<file path="config.mk">
export PLATFORM = sky130hd
export DESIGN_NAME = store_buffer
export DESIGN_NICKNAME = d
export VERILOG_FILES = /design/src/rtl/cpu_pkg.sv /design/src/rtl/sb_storage.sv /design/src/rtl/store_buffer.sv
export SDC_FILE = /design/constraint.sdc
export NUM_CORES = 1
export LEC_CHECK = 0
export ABC_AREA = 1
export CAP_MARGIN = 20
export CORE_UTILIZATION = 50
export CTS_CLUSTER_DIAMETER = 50
export DETAILED_ROUTE_END_ITERATION = 12
export PLACE_DENSITY = 0.72
export SLEW_MARGIN = 20
export SYNTH_ARGS = -nofsm -noshare
export SYNTH_HDL_FRONTEND = slang
export SYNTH_SLANG_ARGS = --single-unit
</file>
<file path="constraint.sdc">
create_clock -name clk -period 10.45 [get_ports clk]
set_input_delay 1.5675 -clock clk [delete_from_list [all_inputs] [get_ports clk]]
set_output_delay 1.5675 -clock clk [all_outputs]
set_load 0.005 [all_outputs]
</file>
<file path="src/rtl/cpu_pkg.sv">
// Shared core-side definitions: default store widths and the store-buffer entry layout.
package cpu_pkg;

  localparam int ADDR_W = 32;
  localparam int DATA_W = 32;

  typedef struct packed {
    logic [ADDR_W-1:0] addr;
    logic [DATA_W-1:0] data;
  } sb_entry_t;

endpackage

</file>
<file path="src/rtl/sb_storage.sv">
// Store-buffer entry array: one write port, async head read, and (with
// STORE_BUF_COALESCE_EN) an async read of the newest entry.
module sb_storage #(
  parameter int DEPTH   = 4,
  parameter int ENTRY_W = 64,
  parameter int PTR_W   = $clog2(DEPTH)
) (
  input  logic               clk,
  input  logic               rst,
  input  logic               we,
  input  logic [PTR_W-1:0]   widx,
  input  logic [ENTRY_W-1:0] wdata,
  input  logic [PTR_W-1:0]   ridx,
  output logic [ENTRY_W-1:0] head
`ifdef STORE_BUF_COALESCE_EN
  ,
  input  logic [PTR_W-1:0]   nidx,
  output logic [ENTRY_W-1:0] newest
`endif
);

  logic [ENTRY_W-1:0] mem_q [DEPTH];
  logic [ENTRY_W-1:0] mem_d [DEPTH];

  always_comb begin
    mem_d = mem_q;
    if (we) mem_d[widx] = wdata;
  end

  // Cleared on reset so the bus sees zero address/data while idle after reset.
  always_ff @(posedge clk or posedge rst) begin
    if (rst) begin
      for (int i = 0; i < DEPTH; i++) mem_q[i] <= '0;
    end else begin
      mem_q <= mem_d;
    end
  end

  assign head = mem_q[ridx];

`ifdef STORE_BUF_COALESCE_EN
  assign newest = mem_q[nidx];
`endif

endmodule

</file>
<file path="src/rtl/store_buffer.sv">
// Posted-write buffer: captures core stores into a FIFO and drains them to a
// valid/ready bus. Define STORE_BUF_COALESCE_EN to merge stores to the newest address.
module store_buffer #(
  parameter int DEPTH  = 4,
  parameter int ADDR_W = cpu_pkg::ADDR_W,
  parameter int DATA_W = cpu_pkg::DATA_W
) (
  input  logic                     clk,
  input  logic                     rst,
  input  logic                     mem_we,
  input  logic [ADDR_W-1:0]        mem_addr,
  input  logic [DATA_W-1:0]        mem_data,
  output logic                     full,
  output logic                     empty,
  output logic [$clog2(DEPTH):0]   count,
  output logic                     overflow,
  output logic                     bus_valid,
  output logic [ADDR_W-1:0]        bus_addr,
  output logic [DATA_W-1:0]        bus_data,
  input  logic                     bus_ready
);

  import cpu_pkg::*;

  localparam int PTR_W   = $clog2(DEPTH);
  localparam int CNT_W   = PTR_W + 1;
  localparam int ENTRY_W = ADDR_W + DATA_W;

  logic [PTR_W-1:0]   wr_ptr_q, wr_ptr_d;
  logic [PTR_W-1:0]   rd_ptr_q, rd_ptr_d;
  logic [CNT_W-1:0]   count_q, count_d;
  logic               overflow_q, overflow_d;

  logic               push, pop, drop, coalesce, wr_en;
  logic [PTR_W-1:0]   wr_idx;
  logic [ENTRY_W-1:0] head;

`ifdef STORE_BUF_COALESCE_EN
  logic [PTR_W-1:0]   newest_idx;
  logic [ENTRY_W-1:0] newest;
  assign newest_idx = wr_ptr_q - PTR_W'(1);
`endif

  assign empty     = (count_q == '0);
  assign full      = (count_q == CNT_W'(DEPTH));
  assign count     = count_q;
  assign overflow  = overflow_q;
  assign bus_valid = !empty;
  assign bus_addr  = head[ENTRY_W-1:DATA_W];
  assign bus_data  = head[DATA_W-1:0];
  assign pop       = bus_valid && bus_ready;

  always_comb begin
    coalesce = 1'b0;
`ifdef STORE_BUF_COALESCE_EN
    // Never merge into an entry that is leaving on the bus this cycle.
    coalesce = mem_we && !empty && (mem_addr == newest[ENTRY_W-1:DATA_W])
               && !((count_q == CNT_W'(1)) && pop);
`endif
    push   = mem_we && !coalesce && (!full || pop);
    drop   = mem_we && !coalesce && full && !pop;
    wr_en  = push || coalesce;
    wr_idx = wr_ptr_q;
`ifdef STORE_BUF_COALESCE_EN
    if (coalesce) wr_idx = newest_idx;
`endif

    wr_ptr_d   = push ? wr_ptr_q + PTR_W'(1) : wr_ptr_q;
    rd_ptr_d   = pop  ? rd_ptr_q + PTR_W'(1) : rd_ptr_q;
    overflow_d = overflow_q || drop;
    case ({push, pop})
      2'b10:   count_d = count_q + CNT_W'(1);
      2'b01:   count_d = count_q - CNT_W'(1);
      default: count_d = count_q;
    endcase
  end

  always_ff @(posedge clk or posedge rst) begin
    if (rst) begin
      wr_ptr_q   <= '0;
      rd_ptr_q   <= '0;
      count_q    <= '0;
      overflow_q <= 1'b0;
    end else begin
      wr_ptr_q   <= wr_ptr_d;
      rd_ptr_q   <= rd_ptr_d;
      count_q    <= count_d;
      overflow_q <= overflow_d;
    end
  end

  sb_storage #(
    .DEPTH   (DEPTH),
    .ENTRY_W (ENTRY_W),
    .PTR_W   (PTR_W)
  ) u_storage (
    .clk   (clk),
    .rst   (rst),
    .we    (wr_en),
    .widx  (wr_idx),
    .wdata ({mem_addr, mem_data}),
    .ridx  (rd_ptr_q),
    .head  (head)
`ifdef STORE_BUF_COALESCE_EN
    ,
    .nidx   (newest_idx),
    .newest (newest)
`endif
  );

endmodule

</file>
==> results_dict.tcl <==
set metrics [dict create \
    reg2reg_from "count[0]$_DFFE_PP0P_" \
    synth.distinct_cells 24 \
    rsz0062_at_grt "no" \
    max_slew_margin 0.283 \
    drt-total-wl_um 36700 \
    final_common_cell "nand2_1" \
    power.density_mw_per_mm2 338 \
    hold_class "reg2reg" \
    power.leakage_uw 0.00715 \
    drv_cap 0 \
    setup_violations 0 \
    via_count 11600 \
    tns_ns 0 \
    worstMarginPinSlew_ns 1.08 \
    antenna_left 0 \
    die_area_sq_mm 0.0262 \
    fin_skew_ns 0.00820 \
    htreeDepth 1 \
    hold_buffers 0 \
    min_to "u_storage.mem_q[154]$_DFFE_PP0P_" \
    synth_top_cell_by_area "dfrtp_1" \
    grt_pass1_vias 11000 \
    critPathRequiredTime_ns 8.88 \
    r2r_slack_ns 7.04 \
    worst_r2r_path_depth 6 \
    clkTransAtPathRegs_ns 0.06 \
    setup.worst_path.start_class "register" \
    drt_iter0_markers 1158 \
    worstPathMaxFanout 111 \
    cts-root-buf "clkbuf_16" \
    status "finished clean" \
    post-place-ws_ns 5.49 \
    drc 0 \
    mostFrequentLayoutCells "nand2_1 (523), dfrtp_1 (262), nand4_1 (256)" \
    grt_max_degree 132 \
    drive_above_1_share 0.0461 \
    drt_pass1_iterations 5 \
    track_usage 0.279 \
    grt_remaining_overflow 0 \
    fmax_ghz 0.205 \
    syn_nets 1625 \
    yosys.area.top_type_share 0.516 \
    dp_hpwl_um 18100 \
    crit_type "reg2out" \
    layout.nets 1659 \
    die_h_um 162 \
    r2r_end "u_storage.mem_q[176]$_DFFE_PP0P_" \
    ys_seq_area_frac 0.516 \
    cts_resized 0 \
    start_util 0.510 \
    vias_per_cell 6.02 \
    final.min_clock_period_ns 4.87 \
    avgSynthCellArea_sq_um 8.25 \
    die_w_um 162 \
    post-route-period-util 0.466 \
    slew_violations 0 \
    gp_congestion 0.736 \
    hold_viol 0 \
    numClockSinks 264 \
    synth_area_leaders "dfrtp_1 (52%), nand2_1 (15%), nand4_1 (13%)" \
    io_buffers 138 \
    cts_setup_buffers 0 \
    hold_depth 2 \
    end_kind "output pin" \
    syn_area_sq_mm 0.0128 \
    max-vdd-ir-drop_mv 0.166 \
    hold_start "u_storage.mem_q[154]$_DFFE_PP0P_" \
    antenna_found_initial 1 \
    wl_per_cell_um 19.0 \
    crit_arrival_ns 3.30 \
    io_pins 139 \
    yosysWarningCount 0 \
    area_growth_pct 16.1 \
    cts_tree "yes" \
    clk_latency_ns 0.53 \
    ys_ff_latch 264 \
    cts_made_buffers 29 \
    grt_pass1_wl_um 58700 \
    row_count 58 \
    core_area_sq_mm 0.0251 \
    fin_ws_ns 5.58 \
    synth_cells 1551 \
    cts_buffer_depth 3 \
]
stage by stage:
step           instances  area [sq um]  power (uW)  hold WS (ns)   util
4_1_cts             1935         14800        5030         0.467  0.591
3_3_place_gp        1884         13900        3960         0.448  0.554
3_5_place_dp        1884         13900        4020         0.453  0.554
2_1_floorplan       1551         12800        3070         0.437      -
6_report            1936         14900        5020         0.464  0.592
5_1_grt             1936         14900        5360         0.481  0.592
cells in the mapped netlist:
cell type  number
nand3_4         2
buf_6          23
o21ai_0       130
inv_1          13
inv_2           1
o22ai_1        64
nand3_2         3
buf_2          55
fa_1            1
nand3b_1        1
clkbuf_1       45
nand2_1       523
nand4_1       256
buf_4           4
xor2_1          2
ha_1            5
xnor2_1         2
nor3_1          1
buf_1          24
o21bai_1        1
nor2_2          1
dfrtp_1       264
nor2_1        128
nand3_1         2
worst max-delay path, stage by stage (launching register included):
cell             delay, ns
dfrtp_4               0.68
clkinv_2              0.32
buf_6                 0.73
o21ai_0               0.16
o22ai_1               0.29
clkdlybuf4s50_1       0.56
cell families (layout without fill, tap and decap cells):
kind of cell,after synthesis,in the layout,share of synthesized area
adder cells (fa/ha/maj),6,6,0.00645
buffers and inverters,165,219,0.0684
flip-flops,264,264,0.516
other,0,1,0
XOR/XNOR,4,4,0.00274
AO/OA/AOI/OAI,195,195,0.0827
AND/OR/NAND/NOR,917,917,0.323
state kept, by name, indices dropped and copies added (netlist names):
register and flops:
count 3, overflow 1, rd_ptr_q 2, u_storage.mem_q 256
wr_idx 2
how the worst max path moves through the flow:
stage	startpoint	to	slack, ns	cells after the start
CTS	rd_ptr_q[0]$_DFFE_PP0P_	bus_data[6]	5.33	5
finish	rd_ptr_q[0]$_DFFE_PP0P_	bus_data[6]	5.58	5
global placement	bus_ready	u_storage.mem_q[105]$_DFFE_PP0P_	5.59	7
floorplan	rst	count[0]$_DFFE_PP0P_	1.61	1
global route	rd_ptr_q[0]$_DFFE_PP0P_	bus_data[31]	5.47	5
detailed placement	bus_ready	u_storage.mem_q[176]$_DFFE_PP0P_	5.49	7
area by class of cell:
type                       instances  area [sq um]
multi-input combinational       1122          5330
fill                            2301         10300
timing repair buffer             154          1510
clock buffer                      43           828
tap                              330           413
sequential                       264          6610
antenna                            1          2.50
inverter                          14          61.3
clock inverter                     8          95.1
where the power goes:
part           total, uW  internal [uW]  leakage (uW)  switching [uW]
logic               2260            934       0.00340            1320
clock network        997            593      0.000448             404
registers           1770           1490       0.00330             273
metal layers:
| layer | routed length, um | track usage |
|---|---|---|
| met5 | 0 | 0 |
| met4 | 790 | 0.0879 |
| met3 | 2440 | 0.0373 |
| met2 | 17700 | 0.453 |
| met1 | 15800 | 0.387 |
(Power assumes the default switching activity.)
